==> src/rtl/idex_fwd_reg_pkg.sv <==
// Shared constants for the ID/EX register and the operand muxes.
// Select encoding must match the bit32_mux3to1 input order.
package idex_fwd_reg_pkg;

    localparam int DATA_W = 32;
    localparam int REG_AW = 5;

    localparam logic [1:0] FWD_REG = 2'd0;
    localparam logic [1:0] FWD_MEM = 2'd1;
    localparam logic [1:0] FWD_WB  = 2'd2;

endpackage

==> src/rtl/idex_fwd_reg_fwd_sel.sv <==
// Forwarding select for one ALU operand.
// MEM beats WB; register 0 is never forwarded.
module fwd_sel
    import idex_fwd_reg_pkg::*;
#(
    parameter int AW = REG_AW
) (
    input  logic [AW-1:0] idx,
    input  logic          ex_valid,
    input  logic [AW-1:0] mem_rd,
    input  logic          mem_reg_write,
    input  logic [AW-1:0] wb_rd,
    input  logic          wb_reg_write,
    output logic [1:0]    sel
);

    logic mem_hit;
    logic wb_hit;
    logic wb_only;

    assign mem_hit = ex_valid && mem_reg_write &&
                     (mem_rd != '0) && (mem_rd == idx);
    assign wb_hit  = ex_valid && wb_reg_write &&
                     (wb_rd != '0) && (wb_rd == idx);
    assign wb_only = wb_hit && !mem_hit;

    // Pick the newest in-flight producer of the operand.
    always_comb begin
        sel = FWD_REG;
        unique case (1'b1)
            mem_hit: sel = FWD_MEM;
            wb_only: sel = FWD_WB;
            default: sel = FWD_REG;
        endcase
    end

endmodule

==> src/rtl/idex_fwd_reg.sv <==
// ID/EX pipeline register with stall/flush and
// forwarding selects for the two ALU operand muxes.
module idex_fwd_reg
    import idex_fwd_reg_pkg::*;
#(
    parameter int DW = DATA_W,
    parameter int AW = REG_AW
) (
    input  logic          clk,
    input  logic          reset,
    input  logic          stall,
    input  logic          flush,
    input  logic          id_valid,
    input  logic [DW-1:0] id_rs1_data,
    input  logic [DW-1:0] id_rs2_data,
    input  logic [AW-1:0] id_rs1,
    input  logic [AW-1:0] id_rs2,
    input  logic [AW-1:0] id_rd,
    input  logic          id_reg_write,
    input  logic [AW-1:0] mem_rd,
    input  logic          mem_reg_write,
    input  logic [AW-1:0] wb_rd,
    input  logic          wb_reg_write,
    output logic          ex_valid,
    output logic [DW-1:0] ex_rs1_data,
    output logic [DW-1:0] ex_rs2_data,
    output logic [AW-1:0] ex_rs1,
    output logic [AW-1:0] ex_rs2,
    output logic [AW-1:0] ex_rd,
    output logic          ex_reg_write,
    output logic [1:0]    fwd_a_sel,
    output logic [1:0]    fwd_b_sel
);

    // Flush wins over stall; a bubble never writes back.
    always_ff @(posedge clk or posedge reset) begin
        if (reset) begin
            ex_valid     <= 1'b0;
            ex_rs1_data  <= '0;
            ex_rs2_data  <= '0;
            ex_rs1       <= '0;
            ex_rs2       <= '0;
            ex_rd        <= '0;
            ex_reg_write <= 1'b0;
        end else if (flush) begin
            ex_valid     <= 1'b0;
            ex_rs1_data  <= '0;
            ex_rs2_data  <= '0;
            ex_rs1       <= '0;
            ex_rs2       <= '0;
            ex_rd        <= '0;
            ex_reg_write <= 1'b0;
        end else if (!stall) begin
            ex_valid     <= id_valid;
            ex_rs1_data  <= id_rs1_data;
            ex_rs2_data  <= id_rs2_data;
            ex_rs1       <= id_rs1;
            ex_rs2       <= id_rs2;
            ex_rd        <= id_rd;
            ex_reg_write <= id_valid & id_reg_write;
        end
    end

    fwd_sel #(.AW(AW)) u_fwd_a (
        .idx           (ex_rs1),
        .ex_valid      (ex_valid),
        .mem_rd        (mem_rd),
        .mem_reg_write (mem_reg_write),
        .wb_rd         (wb_rd),
        .wb_reg_write  (wb_reg_write),
        .sel           (fwd_a_sel)
    );

    fwd_sel #(.AW(AW)) u_fwd_b (
        .idx           (ex_rs2),
        .ex_valid      (ex_valid),
        .mem_rd        (mem_rd),
        .mem_reg_write (mem_reg_write),
        .wb_rd         (wb_rd),
        .wb_reg_write  (wb_reg_write),
        .sel           (fwd_b_sel)
    );

endmodule

==> config.mk <==
export PLATFORM = sky130hd
export DESIGN_NAME = idex_fwd_reg
export DESIGN_NICKNAME = d
export VERILOG_FILES = /design/src/rtl/idex_fwd_reg_pkg.sv /design/src/rtl/idex_fwd_reg_fwd_sel.sv /design/src/rtl/idex_fwd_reg.sv
export SDC_FILE = /design/constraint.sdc
export NUM_CORES = 1
export LEC_CHECK = 0
export CAP_MARGIN = 10
export CORE_ASPECT_RATIO = 1.2
export CORE_MARGIN = 1
export CORE_UTILIZATION = 36
export DETAILED_ROUTE_END_ITERATION = 12
export PLACE_DENSITY_LB_ADDON = 0.12
export SYNTH_ARGS = -nofsm -noshare
export SYNTH_HDL_FRONTEND = slang
export SYNTH_SLANG_ARGS = --single-unit
==> constraint.sdc <==
create_clock -name clk -period 2.2 [get_ports clk]
set_input_delay 0.22 -clock clk [delete_from_list [all_inputs] [get_ports clk]]
set_output_delay 0.22 -clock clk [all_outputs]
set_load 0.005 [all_outputs]
==> reports/metrics.yaml, run 1 <==
post-dp-hpwl_um: 6425
most-common-layout-cells: "sky130_fd_sc_hd__clkdlybuf4s50_1 (175), sky130_fd_sc_hd__nor2_1 (82), sky130_fd_sc_hd__dfrtp_1 (81)"
crit_required_ns: 1.98
drtAntennaViolNets: 0
die_area_mm2: 0.01012
crit_path_max_fanout: 2
routed-via-count: 2864
drtPass1Iterations: 4
clock_tree.htree_level_count: 3
gp_congestion: 0.8295
multi_input_area_mm2: 0.001433
global_route.usage.total: 0.1856
tns_ns: 0
rr_startpoint: "ex_rs1[3]"
grt_pass1_wl_um: 14350
insertion_delay_ns: 0.33
setup_viol_count_final: 0
netSwitchingFraction: 0.2301
detail_route.drc_violations: 0
clock-sinks: 81
power.share.sequential: 0.428
ctsRootBufferMaster: "sky130_fd_sc_hd__clkbuf_16"
dp_cells: 596
footprint_of_the_flip_flops_and_latches_mm2: 0.002027
fmaxAchievable_ghz: 0.4562
p_int_w: 0.002927
worst-slew-pin-transition_ns: 0.4921
grt_start_max_net_pins: 82
grt_remaining_overflow: 0
synth_seq_cells: 81
numPortBuffers: 181
synth_top_cell_by_area: "sky130_fd_sc_hd__dfrtp_1"
finish.net_count: 581
worst_ep_arrival_time_ns: 1.97
cap_viol_max_count: 0
worst_setup_hold_path_clk_slew_ns: 0.06
ctsLongestPathBuffers: 2
layout.cells.most_common: "sky130_fd_sc_hd__clkdlybuf4s50_1"
place_area_mm2: 0.005523
grt_pass1_vias: 2846
antenna_cells_inserted: 0
layout-drive-gt1-share: 0.07771
setup.worst_path.end_class: "output pin"
floorplan.rows: 39
hold_violations: 0
post_synth_cell_types: 17
final_period_minus_worst_setup_slack_ns: 2.192
finalCoreUtilization: 0.6201
drt-total-wl_um: 9225
average_footprint_of_a_synthesized_cell_um2: 11.74
cts_setup_buffers: 0
power.switching_w: 0.0008746
drt_iter0_markers: 95
netlist_area_before_placement_mm2: 0.003498
synth.area.top_cells: "sky130_fd_sc_hd__dfrtp_1 (58%), sky130_fd_sc_hd__mux2i_1 (23%), sky130_fd_sc_hd__nor2_1 (8.8%)"
power.density_mw_per_mm2: 647.6
core_area_mm2: 0.009467
start_kind: "input port"
area_growth_pct: 67.81
wl_per_cell_um: 15.07
leakagePower_nw: 2.751
seq_area_frac_synth: 0.5794
power.combinational.fraction: 0.175
slew_violations: 0
slew_headroom: 0.6720
synth-warning-count: 0
pwr-share-clk: 0.397
num_io_pins: 182
final_design_area_excluding_fillers_mm2: 0.005871
reg2reg_depth: 2
num-fill-cells: 794
die_height_um: 110.0
initial_utilization: 0.3695
post-route-worst-setup-slack_ns: 0.008001
post_synth_top_area_share: 0.5794
numCtsBuffers: 9
crit_type: "in2out"
avgViaCountPerCell: 4.680
post_synth_inst_count: 298
detailedPlace.worstSlack_ns: -0.1983
finalNonFillerCells: 612
critPathLaunch: "mem_rd[3]"
worst_hold_path_type: "in2async"
die_w_um: 91.99
final_min_period_over_clock_period: 0.9964
result_of_the_run: "completed"
synth_fp_nets: 395
tritoncts: "built"
worst_ir_drop_on_vdd_v: 0.0003703
grt_antenna_before_repair: 0
post_route_clock_skew_ns: 0
## cell type report
| type | instances | area share |
|---|---|---|
| Tap cell | 123 | 0.02621 |
| Multi-Input combinational cell | 198 | 0.2440 |
| Timing Repair Buffer | 193 | 0.3310 |
| Sequential cell | 81 | 0.3453 |
| Inverter | 1 | 0.001279 |
| Clock inverter | 5 | 0.009165 |
| Clock buffer | 11 | 0.04305 |
## routing by layer
metal	vias up	global-route usage	wire length (um)
li1	1365	-	-
met1	1377	0.2297	3837
met2	113	0.3033	4532
met3	9	0.05761	710
met4	0	0.07589	145
met5	-	0	0
## cell families after synthesis
group / share of synthesized area
AO/OA/AOI/OAI: 0.007152
XOR/XNOR: 0.05007
buffers and inverters: 0.02325
flip-flops: 0.5794
multiplexers: 0.2289
AND/OR/NAND/NOR: 0.1112
## synthesized netlist by cell type
library cell	instances
sky130_fd_sc_hd__a21oi_1	1
sky130_fd_sc_hd__buf_2	8
sky130_fd_sc_hd__clkbuf_1	10
sky130_fd_sc_hd__dfrtp_1	81
sky130_fd_sc_hd__inv_1	1
sky130_fd_sc_hd__mux2i_1	80
sky130_fd_sc_hd__nand2_1	1
sky130_fd_sc_hd__nand3_1	4
sky130_fd_sc_hd__nor2_1	82
sky130_fd_sc_hd__nor3_1	2
sky130_fd_sc_hd__nor3_2	2
sky130_fd_sc_hd__nor4_1	2
sky130_fd_sc_hd__o211ai_1	1
sky130_fd_sc_hd__o211ai_2	1
sky130_fd_sc_hd__or4_1	2
sky130_fd_sc_hd__xnor2_1	10
sky130_fd_sc_hd__xor2_1	10
## power groups by stage
stage	Sequential (W)	Combinational, W	Clock, W
global placement	0.00165	0.000654	0
finish	0.00163	0.000664	0.00151
CTS	0.00163	0.000667	0.00156
detailed placement	0.00166	0.000663	0
floorplan	0.00166	0.000234	0
global route	0.00164	0.000724	0.00162
## worst paths after layout
kind,endpoint,slack [ns]
max,fwd_a_sel[1],0.008
min,ex_rs2_data[12],0.20
max reg2reg,ex_rs1[3],1.43
min reg2reg,ex_rs2_data[4],0.52
max in group asynchronous,ex_rs1[2],1.36
min in group clk,ex_rs2_data[13],0.39
## critical path, stage by stage
cell and delay (ns):
sky130_fd_sc_hd__clkdlybuf4s50_1 0.44, sky130_fd_sc_hd__or4_4 0.56, sky130_fd_sc_hd__o211ai_4 0.26, sky130_fd_sc_hd__nor4_4 0.09, sky130_fd_sc_hd__nor3_2 0.16, sky130_fd_sc_hd__dlygate4sd2_1 0.25
## stage by stage
stage          hold WS [ns]  power (W)
6_report             0.2002   0.003802
5_1_grt              0.2142   0.003979
4_1_cts              0.1965   0.003854
3_5_place_dp         0.5121   0.002318
3_3_place_gp         0.5029   0.002306
2_1_floorplan        0.3730   0.001891
## timing repair
| action | in CTS | in global routing |
|---|---|---|
| resized for setup | 4 | 8 |
| hold buffers | 0 | 0 |
| pin swaps | 0 | 1 |
| setup endpoints to repair | 4 | 4 |
## registers in the layout (all words and copies together) (netlist names)
name,flops
ex_rs1_data,32
ex_rs2_data,32
ex_rd,5
ex_rs1,5
ex_rs2,5
ex_reg_write,1
ex_valid,1
(Power assumes the default switching activity.)
==> run 2: changes to the inputs <==
--- a/config.mk
+++ b/config.mk
@@ -10,6 +10,7 @@
 export CORE_MARGIN = 1
 export CORE_UTILIZATION = 36
 export DETAILED_ROUTE_END_ITERATION = 12
+export HOLD_SLACK_MARGIN = 0.05
 export PLACE_DENSITY_LB_ADDON = 0.12
 export SYNTH_ARGS = -nofsm -noshare
 export SYNTH_HDL_FRONTEND = slang
==> results of run 2 <==
The final DEF is identical to that of run 1; final timing and power are the same.
